<file path="config.mk">
export PLATFORM = sky130hd
export DESIGN_NAME = heartbeat_monitor
export DESIGN_NICKNAME = d
export VERILOG_FILES = /design/src/rtl/heartbeat_pkg.sv /design/src/rtl/sync_edge_detect.sv /design/src/rtl/heartbeat_monitor.sv
export SDC_FILE = /design/constraint.sdc
export NUM_CORES = 1
export LEC_CHECK = 0
export CORE_ASPECT_RATIO = 1.75
export CORE_UTILIZATION = 40
export DETAILED_ROUTE_END_ITERATION = 10
export PLACE_DENSITY = 0.61
export SYNTH_ARGS = -nofsm -noshare
export SYNTH_HDL_FRONTEND = slang
export SYNTH_SLANG_ARGS = --single-unit
export TNS_END_PERCENT = 5
</file>
<file path="constraint.sdc">
create_clock -name clock -period 3.3 [get_ports clock]
set_clock_uncertainty 0.05 [all_clocks]
set_input_delay 0.33 -clock clock [delete_from_list [all_inputs] [get_ports clock]]
set_output_delay 0.33 -clock clock [all_outputs]
set_load 0.02 [all_outputs]
</file>
<file path="src/rtl/heartbeat_pkg.sv">
// Shared types and constant helpers for the heartbeat monitor.
// Contents:
//   uint_32        - 32-bit unsigned integer type used for parameters
//   state_t        - monitor state encoding
//   calc_p_min/max - acceptance window limits, evaluated once at elaboration
package heartbeat_pkg;

  typedef int unsigned uint_32;

  typedef enum logic [1:0] {
    SEARCH,
    ACQUIRE,
    LOCKED,
    LOST
  } state_t;

  // Nominal period minus tolerance, clamped at zero.
  function automatic uint_32 calc_p_min(input uint_32 clk_hz, input uint_32 hb_hz,
                                        input uint_32 tol);
    uint_32 p;
    p = clk_hz / hb_hz;
    return (p > tol) ? (p - tol) : 32'd0;
  endfunction

  // Nominal period plus tolerance, clamped at the 32-bit maximum.
  function automatic uint_32 calc_p_max(input uint_32 clk_hz, input uint_32 hb_hz,
                                        input uint_32 tol);
    logic [32:0] sum;
    sum = 33'(clk_hz / hb_hz) + 33'(tol);
    return sum[32] ? 32'hFFFF_FFFF : sum[31:0];
  endfunction

endpackage

</file>
<file path="src/rtl/sync_edge_detect.sv">
// Two-flop synchroniser followed by a registered edge detector.
// Ports:
//   clock, reset - system clock, synchronous active-high reset
//   d            - asynchronous input
//   level        - synchronised level, aligned with the rise/fall pulses
//   rise, fall   - one-cycle registered pulses on level transitions
// An input change before edge n shows up on rise/fall in cycle n+2.
module sync_edge_detect (
  input  logic clock,
  input  logic reset,
  input  logic d,
  output logic level,
  output logic rise,
  output logic fall
);

  logic sync_p0;
  logic sync_p1;

  always_ff @(posedge clock) begin
    if (reset) begin
      sync_p0 <= 1'b0;
      sync_p1 <= 1'b0;
      level   <= 1'b0;
      rise    <= 1'b0;
      fall    <= 1'b0;
    end else begin
      // stage 0/1: metastability filter
      sync_p0 <= d;
      sync_p1 <= sync_p0;
      // stage 2: edge pulses and the level they refer to
      level   <= sync_p1;
      rise    <= sync_p1 & ~level;
      fall    <= ~sync_p1 & level;
    end
  end

endmodule

</file>
<file path="src/rtl/heartbeat_monitor.sv">
// Heartbeat receiver: measures period and high time of an asynchronous
// heartbeat and qualifies the period against a nominal window.
// Ports:
//   clock, reset  - system clock, synchronous active-high reset
//   i_heartbeat   - asynchronous heartbeat input
//   o_locked      - high while LOCKED
//   o_lost        - high while LOST
//   o_period_err  - one-cycle pulse on an out-of-window period
//   o_valid       - one-cycle pulse when o_period is updated
//   o_period      - last measured period in cycles
//   o_high        - last measured high time in cycles
module heartbeat_monitor
  import heartbeat_pkg::*;
#(
  parameter uint_32 CLK_HZ       = 12_000_000,
  parameter uint_32 HB_HZ        = 1,
  parameter uint_32 TOL_CNTS     = CLK_HZ / HB_HZ / 100,
  parameter uint_32 TIMEOUT_CNTS = 2 * CLK_HZ / HB_HZ,
  parameter uint_32 LOCK_COUNT   = 3
) (
  input  logic        clock,
  input  logic        reset,
  input  logic        i_heartbeat,
  output logic        o_locked,
  output logic        o_lost,
  output logic        o_period_err,
  output logic        o_valid,
  output logic [31:0] o_period,
  output logic [31:0] o_high
);

  localparam uint_32 P_MIN = calc_p_min(CLK_HZ, HB_HZ, TOL_CNTS);
  localparam uint_32 P_MAX = calc_p_max(CLK_HZ, HB_HZ, TOL_CNTS);

  function automatic logic [31:0] sat_inc(input logic [31:0] v);
    return (v == 32'hFFFF_FFFF) ? v : v + 32'd1;
  endfunction

  logic        level;
  logic        rise;
  logic        fall;
  logic [31:0] cnt;
  logic [31:0] hcnt;
  logic [31:0] good;
  logic [31:0] good_nxt;
  logic [31:0] good_inc;
  state_t      state;
  state_t      state_nxt;
  logic        valid_nxt;
  logic        err_nxt;
  logic        in_win;
  logic        timeout;

  sync_edge_detect u_sync (
    .clock (clock),
    .reset (reset),
    .d     (i_heartbeat),
    .level (level),
    .rise  (rise),
    .fall  (fall)
  );

  assign in_win   = (cnt >= P_MIN) && (cnt <= P_MAX);
  assign timeout  = (cnt >= TIMEOUT_CNTS);
  assign good_inc = good + 32'd1;

  // Rise is checked first in every state, so it wins over a same-cycle timeout.
  always_comb begin
    state_nxt = state;
    good_nxt  = good;
    valid_nxt = 1'b0;
    err_nxt   = 1'b0;
    case (state)
      SEARCH: begin
        if (rise) begin
          state_nxt = ACQUIRE;
          good_nxt  = 32'd0;
        end else if (timeout) begin
          state_nxt = LOST;
        end
      end
      ACQUIRE: begin
        if (rise) begin
          valid_nxt = 1'b1;
          if (in_win) begin
            good_nxt = good_inc;
            if (good_inc >= LOCK_COUNT) state_nxt = LOCKED;
          end else begin
            good_nxt = 32'd0;
            err_nxt  = 1'b1;
          end
        end else if (timeout) begin
          state_nxt = LOST;
        end
      end
      LOCKED: begin
        if (rise) begin
          valid_nxt = 1'b1;
          if (!in_win) begin
            err_nxt   = 1'b1;
            good_nxt  = 32'd0;
            state_nxt = ACQUIRE;
          end
        end else if (timeout) begin
          state_nxt = LOST;
        end
      end
      LOST: begin
        // The count since the last edge is stale here, so it is not judged.
        if (rise) begin
          state_nxt = ACQUIRE;
          good_nxt  = 32'd0;
        end
      end
      default: state_nxt = SEARCH;
    endcase
  end

  always_ff @(posedge clock) begin
    if (reset) begin
      state        <= SEARCH;
      good         <= 32'd0;
      cnt          <= 32'd0;
      hcnt         <= 32'd0;
      o_locked     <= 1'b0;
      o_lost       <= 1'b0;
      o_period_err <= 1'b0;
      o_valid      <= 1'b0;
      o_period     <= 32'd0;
      o_high       <= 32'd0;
    end else begin
      state <= state_nxt;
      good  <= good_nxt;
      cnt   <= rise ? 32'd1 : sat_inc(cnt);
      if (rise)       hcnt <= 32'd1;
      else if (level) hcnt <= sat_inc(hcnt);
      if (fall)       o_high <= hcnt;
      if (valid_nxt)  o_period <= cnt;
      o_valid      <= valid_nxt;
      o_period_err <= err_nxt;
      o_locked     <= (state_nxt == LOCKED);
      o_lost       <= (state_nxt == LOST);
    end
  end

endmodule

</file>
==> load_flow_metrics.sql, run 1 <==
INSERT INTO impl_metrics (metric_group, metric, value, unit) VALUES
('worst_setup_path', 'worst-setup-path-type', 'register to register', ''),
('clocking', 'post-cts-setup-buffer-count', '0', ''),
('clocking', 'post_cts_resized', '0', ''),
('synthesis', 'yosysWarningCount', '0', ''),
('pwr', 'vdd_ir_drop_max', '438', 'µV'),
('worst_setup_path', 'critical_path.reg2reg.startpoint', 'good[10]$_SDFFE_PP0P_', ''),
('routing', 'routed_wirelength', '20000', 'µm'),
('min_path', 'min-delay-start', 'reset', ''),
('synthesis', 'ys_async_sr_fraction', '0', '%'),
('run', 'maxCapViolCount', '0', ''),
('sta', 'slew_viol_final', '0', ''),
('synthesis', 'synth-seq-area-share', '42.3', '%'),
('sta', 'fin_crit_sh', '86.7', '%'),
('placement', 'port-buffer-count', '70', ''),
('sta', 'rsz_0062_raised_after_global_routing', 'false', ''),
('floorplan', 'ioPinCount', '71', ''),
('routing', 'dr_total_vias', '7137', ''),
('global_routing', 'wire_length_of_the_first_global_routing_pass', '32300', 'µm'),
('worst_setup_path', 'end_kind', 'register', ''),
('clocking', 'htree_levels', '4', ''),
('outcome', 'outcome', 'finished, final reports clean', ''),
('synthesis', 'synth_cells', '1006', ''),
('synthesis', 'syn_nets', '1018', ''),
('synthesis', 'synthDistinctLibCells', '60', ''),
('final_layout', 'area_growth', '18.0', '%'),
('floorplan', 'die-area', '20800', 'µm²'),
('global_routing', 'global_routing_usage_summed_across_all_routing_layers', '20.0', '%'),
('sta', 'max_slew.worst_pin.slew', '986', 'ps'),
('clocking', 'clock_sinks', '171', ''),
('worst_setup_path', 'worstPathMaxFanout', '10', ''),
('clocking', 'cts.hold.buffers_added', '0', ''),
('synthesis', 'synthesis.area', '8100', 'µm²'),
('final_layout', 'layout.cells.most_common', 'sky130_fd_sc_hd__dfxtp_1', ''),
('sta', 'slew_limit_headroom', '34.3', '%'),
('pwr', 'power.leakage', '3.05', 'nW'),
('floorplan', 'initial_utilization', '41.0', '%'),
('worst_setup_path', 'r2r_slack', '440', 'ps'),
('clocking', 'ctsLongestPathBuffers', '2', ''),
('min_path', 'hold_class', 'input port to register', ''),
('routing', 'first_iter_violations', '386', ''),
('sta', 'period_needed', '2860', 'ps'),
('routing', 'antenna_left', '0', ''),
('sta', 'setup_ws', '440', 'ps'),
('floorplan', 'die_h', '190', 'µm'),
('pwr', 'power_density', '462', 'nW/µm²'),
('global_routing', 'grt_antenna_before_repair', '0', ''),
('clocking', 'cts_root_buf', 'sky130_fd_sc_hd__clkbuf_16', ''),
('final_layout', 'finalNetCount', '1051', ''),
('floorplan', 'dieWidth', '110', 'µm'),
('worst_setup_path', 'r2r_end', 'o_lost$_SDFF_PP0_', ''),
('placement', 'dp_hpwl', '14100', 'µm'),
('final_layout', 'most-common-layout-cells', '170 x sky130_fd_sc_hd__dfxtp_1, 124 x sky130_fd_sc_hd__nor2_1, 111 x sky130_fd_sc_hd__nand2_1', ''),
('clocking', 'worstSkewPairLatency', '430', 'ps'),
('placement', 'post-place-ws', '454', 'ps'),
('worst_setup_path', 'timing.critical_path.to', 'o_lost$_SDFF_PP0_', ''),
('global_routing', 'number_of_global_route_vias_before_repair', '6615', ''),
('clocking', 'clock_tree_from_tritoncts', 'built', ''),
('placement', 'place_congestion', '0.942', ''),
('routing', 'route.detailed.drc', '0', ''),
('worst_setup_path', 'cell_with_the_largest_stage_delay_on_the_worst_path', 'sky130_fd_sc_hd__nor4_1', ''),
('global_routing', 'globalRouteOverflowTotal', '0', ''),
('synthesis', 'synth.ff_latch_count', '171', ''),
('worst_setup_path', 'arrival', '3180', 'ps'),
('synthesis', 'synth_ff_type', 'sky130_fd_sc_hd__dfxtp_1', ''),
('final_layout', 'antenna-diode-count', '0', ''),
('worst_setup_path', 'worstPathRequired', '3620', 'ps'),
('routing', 'wl_per_cell', '15.4', 'µm'),
('final_layout', 'layout-drive-gt1-share', '5.51', '%'),
('routing', 'vias_per_cell', '5.50', ''),
('synthesis', 'syn_avg_cell_area', '8.05', 'µm²'),
('global_routing', 'grt_max_degree', '81', '');
## power breakdown
part	switching, mW	internal, mW	leakage, nW	total, mW
logic	0.128	0.0556	1.37	0.183
clock network	0.830	1.31	0.297	2.14
registers	0.0143	2.07	1.38	2.09
## worst min path at each step
stage          slack (ps)  cells after the start                      to
2_1_floorplan         340                      1  u_sync.fall$_SDFF_PP0_
3_3_place_gp          350                      1  u_sync.fall$_SDFF_PP0_
3_5_place_dp          360                      1  u_sync.fall$_SDFF_PP0_
4_1_cts               220                      2   good[20]$_SDFFE_PP0P_
5_1_grt               220                      2   good[18]$_SDFFE_PP0P_
6_report              230                      2   good[20]$_SDFFE_PP0P_
## sequential cells by signal, summed over array words and instances (netlist names)
| signal | cells |
|---|---|
| u_sync.level | 1 |
| state | 2 |
| u_sync.sync_p1 | 1 |
| o_lost | 1 |
| u_sync.rise | 1 |
| u_sync.sync_p0 | 1 |
| u_sync.fall | 1 |
| hcnt | 32 |
| o_locked | 1 |
| o_period_err | 1 |
| o_high | 32 |
| o_valid | 1 |
| cnt | 32 |
| good | 32 |
| o_period | 32 |
## cells in the mapped netlist (all sizes together), types with 5 or more instances
| cell type | n | share of area [%] |
|---|---|---|
| and3 | 13 | 1.0 |
| a31oi | 7 | 0.54 |
| mux2i | 37 | 4.6 |
| or3 | 29 | 2.3 |
| o21ai | 50 | 3.1 |
| buf | 11 | 0.66 |
| nor4 | 20 | 1.7 |
| nor2 | 124 | 5.7 |
| xnor2 | 27 | 2.9 |
| nor2b | 11 | 0.85 |
| nand3 | 42 | 2.6 |
| or2 | 7 | 0.54 |
| xor2 | 27 | 2.9 |
| inv | 18 | 0.83 |
| and2 | 11 | 0.85 |
| clkbuf | 56 | 2.6 |
| nand2b | 5 | 0.39 |
| and4 | 15 | 1.6 |
| dfxtp | 171 | 42 |
| nor3 | 29 | 1.9 |
| nand4 | 25 | 1.9 |
| a21oi | 97 | 6.0 |
| nor4b | 5 | 0.54 |
| nand2 | 112 | 5.2 |
| nor3b | 6 | 0.56 |
| ha | 9 | 1.4 |
## metal layers
layer | GRT usage, % | wire, µm
met5 | 0 | 0
met4 | 8.67 | 550
met3 | 4.08 | 504
met2 | 37.3 | 10800
met1 | 20.9 | 8110
## cells by family (layout without fill, tap and decap cells)
| logic type | count (synthesis) | count (layout) | synth area share, % |
|---|---|---|---|
| AOI/OAI and AO/OA | 184 | 184 | 12.8 |
| xor gates and xnor gates | 54 | 54 | 5.84 |
| adders and majority gates | 9 | 9 | 1.39 |
| buffers and inverters | 85 | 131 | 4.10 |
| DFF | 171 | 171 | 42.3 |
| muxes | 37 | 37 | 4.58 |
| and+or+nand+nor | 466 | 466 | 29.0 |
## cell type report
cell class              count  area (µm²)
clock buffers              22         464
clock inverters            10         165
fillers                  1995       10200
inverters                  18        67.6
multi-input cells         750        4340
flip-flops and latches    171        3420
well taps                 245         307
repair buffers             81         781
## through the flow
stage | cell area (µm²) | instances | util, % | hold WS, ps
after global routing | 9550 | 1297 | 48.4 | 222
after global placement | 8920 | 1265 | 45.2 | 354
final | 9550 | 1297 | 48.4 | 226
after CTS | 9550 | 1297 | 48.4 | 215
after detailed placement | 8920 | 1265 | 45.2 | 358
after floorplan | 8100 | 1006 | - | 338
## critical path, delay by kind of cell, from the launching register on
family | cells | cell delay, ps
simple gates | 4 | 1410
compound gates | 3 | 670
flops | 1 | 480
mux | 1 | 190
(Power assumes the default switching activity.)
==> run 2, diff against run 1 <==
SETUP_SLACK_MARGIN = 0.15   (was default)
==> run 2 against run 1 <==
  * Die area unchanged
  * Final cell count unchanged
  * Hold slack improved by 2.2 ps
  * First-iteration DRC count decreased by 2.1%
  * Clock-buffer cell count unchanged
  * Critical path depth increased by 1
  * Wire length about the same
  * Design area about the same
  * Largest cell class unchanged
==> load_flow_metrics.sql, run 2 (synthesis gave the netlist of run 1 again) <==
INSERT INTO impl_metrics (metric_group, metric, value, unit) VALUES
('floorplan', 'ioPinCount', '71', ''),
('sta', 'maxClockFrequency', '0.349', 'GHz'),
('clocking', 'clock_sinks', '171', ''),
('sta', 'slew_limit_headroom', '34.2', '%'),
('sta', 'period_needed', '2860', 'ps'),
('final_layout', 'fillerInstances', '1995', ''),
('routing', 'wl_per_cell', '15.4', 'µm'),
('final_layout', 'most-common-layout-cells', '170 x sky130_fd_sc_hd__dfxtp_1, 124 x sky130_fd_sc_hd__nor2_1, 111 x sky130_fd_sc_hd__nand2_1', ''),
('global_routing', 'globalRouteOverflowTotal', '0', ''),
('floorplan', 'core', '19700', 'µm²'),
('final_layout', 'layout.cells.most_common', 'sky130_fd_sc_hd__dfxtp_1', ''),
('final_layout', 'area_growth', '18.0', '%'),
('worst_setup_path', 'worstPathRequired', '3600', 'ps'),
('global_routing', 'number_of_global_route_vias_before_repair', '6615', ''),
('pwr', 'design_power_total', '4.41', 'mW'),
('floorplan', 'standard_cell_rows', '68', ''),
('clocking', 'worstSkewPairLatency', '430', 'ps'),
('clocking', 'htree_levels', '4', ''),
('pwr', 'vdd_ir_drop_max', '435', 'µV'),
('sta', 'setup-violations-final', '0', ''),
('sta', 'setup_ws', '438', 'ps'),
('sta', 'tns', '0', 'ps'),
('run', 'maxCapViolCount', '0', ''),
('pwr', 'netSwitchingFraction', '22.0', '%'),
('pwr', 'clock_share_of_power', '48.4', '%'),
('routing', 'antenna_left', '0', ''),
('routing', 'dr.pass1.iters', '5', ''),
('final_layout', 'layout-drive-gt1-share', '5.61', '%'),
('routing', 'vias_per_cell', '5.49', ''),
('floorplan', 'dieWidth', '110', 'µm'),
('worst_setup_path', 'arrival', '3170', 'ps'),
('clocking', 'clk_pin_slew', '70', 'ps'),
('outcome', 'outcome', 'finished, final reports clean', ''),
('pwr', 'combPwrFrac', '4.2', '%'),
('routing', 'route.detailed.drc', '0', ''),
('final_layout', 'finish.instance_area', '9560', 'µm²'),
('sta', 'max_slew.worst_pin.slew', '987', 'ps'),
('clocking', 'post-cts-setup-buffer-count', '0', ''),
('routing', 'dr_total_vias', '7115', ''),
('clocking', 'clock_tree_from_tritoncts', 'built', ''),
('min_path', 'hold_class', 'input port to register', ''),
('clocking', 'ctsLongestPathBuffers', '2', ''),
('pwr', 'power.internal', '3.44', 'mW'),
('final_layout', 'finalNetCount', '1051', ''),
('floorplan', 'die-area', '20800', 'µm²'),
('global_routing', 'global_routing_usage_summed_across_all_routing_layers', '20.0', '%'),
('worst_setup_path', 'worstSetupStartpointType', 'register', ''),
('routing', 'first_iter_violations', '378', ''),
('placement', 'post-place-ws', '454', 'ps'),
('placement', 'place_congestion', '0.942', ''),
('sta', 'finalHoldViolCount', '0', ''),
('worst_setup_path', 'end_kind', 'register', ''),
('worst_setup_path', 'worst-setup-path-type', 'register to register', ''),
('pwr', 'power.leakage', '3.05', 'nW'),
('floorplan', 'initial_utilization', '41.0', '%'),
('global_routing', 'wire_length_of_the_first_global_routing_pass', '32300', 'µm'),
('sta', 'fin_crit_sh', '86.7', '%'),
('placement', 'dp_hpwl', '14100', 'µm'),
('pwr', 'switching_power', '0.969', 'mW'),
('clocking', 'cts_buffers', '17', ''),
('clocking', 'cts_root_buf', 'sky130_fd_sc_hd__clkbuf_16', ''),
('sta', 'rsz_0062_raised_after_global_routing', 'false', ''),
('pwr', 'pwr-share-seq', '47.4', '%'),
('pwr', 'power_density', '461', 'nW/µm²'),
('placement', 'port-buffer-count', '70', ''),
('placement', 'post_dp_cell_area', '8920', 'µm²'),
('final_layout', 'antenna-diode-count', '0', ''),
('worst_setup_path', 'worstPathMaxFanout', '19', ''),
('routing', 'routed_wirelength', '20000', 'µm'),
('global_routing', 'grt_antenna_before_repair', '0', ''),
('floorplan', 'die_h', '190', 'µm'),
('global_routing', 'grt_max_degree', '81', ''),
('sta', 'slew_viol_final', '0', '');
==> run 2: changes by cell type in the layout (fill, tap and decap cells not counted) <==
cell | previous run | this run
sky130_fd_sc_hd__nor4_2 | 0 | 1
sky130_fd_sc_hd__nor4_1 | 19 | 18
==> run 2: path summary, 6_finish.rpt <==
check,from,to,slack (ps),cells past startpoint
worst min register to register,u_sync.sync_p1$_SDFF_PP0_,u_sync.fall$_SDFF_PP0_,360,1
worst min-delay path,reset,good[20]$_SDFFE_PP0P_,230,2
worst max register to register,cnt[0]$_SDFFE_PP0P_,good[26]$_SDFFE_PP0P_,440,9
worst max-delay path,cnt[0]$_SDFFE_PP0P_,good[26]$_SDFFE_PP0P_,440,9
==> run 2: stage by stage <==
step | hold WS (ps) | instances | utilization, %
2_1_floorplan | 338 | 1006 | -
3_3_place_gp | 354 | 1265 | 45.2
3_5_place_dp | 358 | 1265 | 45.2
4_1_cts | 215 | 1297 | 48.4
5_1_grt | 222 | 1297 | 48.4
6_report | 228 | 1297 | 48.4
==> run 2: worst max-delay path, stage by stage (launching register included) <==
cell and delay [ps]:
sky130_fd_sc_hd__dfxtp_1 390, sky130_fd_sc_hd__inv_1 90, sky130_fd_sc_hd__ha_1 200, sky130_fd_sc_hd__nor4b_1 140, sky130_fd_sc_hd__a2111o_1 410, sky130_fd_sc_hd__nand3_1 160
sky130_fd_sc_hd__a21oi_2 160, sky130_fd_sc_hd__a21o_1 450, sky130_fd_sc_hd__or4_1 580, sky130_fd_sc_hd__a21oi_1 150
==> run 2: layer usage <==
metal  track usage, %  part of all wire [%]  vias to the layer above
li1                 -                     -                     3583
met1             20.9                    41                     3374
met2             37.3                    54                      118
met3             4.08                   2.6                       40
met4             8.67                   2.7                        0
met5                0                     0                        -
==> run 2: timing repair <==
item / in CTS / in global routing
resized for setup: 0 / 1
endpoints found under the setup margin: 0 / 2
hold buffers: 0 / 0
==> run 2: cell type report <==
type / instances / area [µm²] / share of cell area [%]
Clock buffer: 22 / 464 / 4.86
Sequential cell: 171 / 3420 / 35.8
Clock inverter: 10 / 165 / 1.73
Multi-Input combinational cell: 750 / 4350 / 45.5
Timing Repair Buffer: 81 / 781 / 8.17
Inverter: 18 / 67.6 / 0.707
Tap cell: 245 / 307 / 3.21
==> run 2: power groups by stage <==
stage | Clock (mW) | Sequential [mW] | Combinational [mW]
finish | 2.13 | 2.09 | 0.184
global route | 2.28 | 2.09 | 0.206
CTS | 2.18 | 2.09 | 0.186
detailed placement | 0 | 2.13 | 0.186
global placement | 0 | 2.13 | 0.184
floorplan | 0 | 2.13 | 0.136
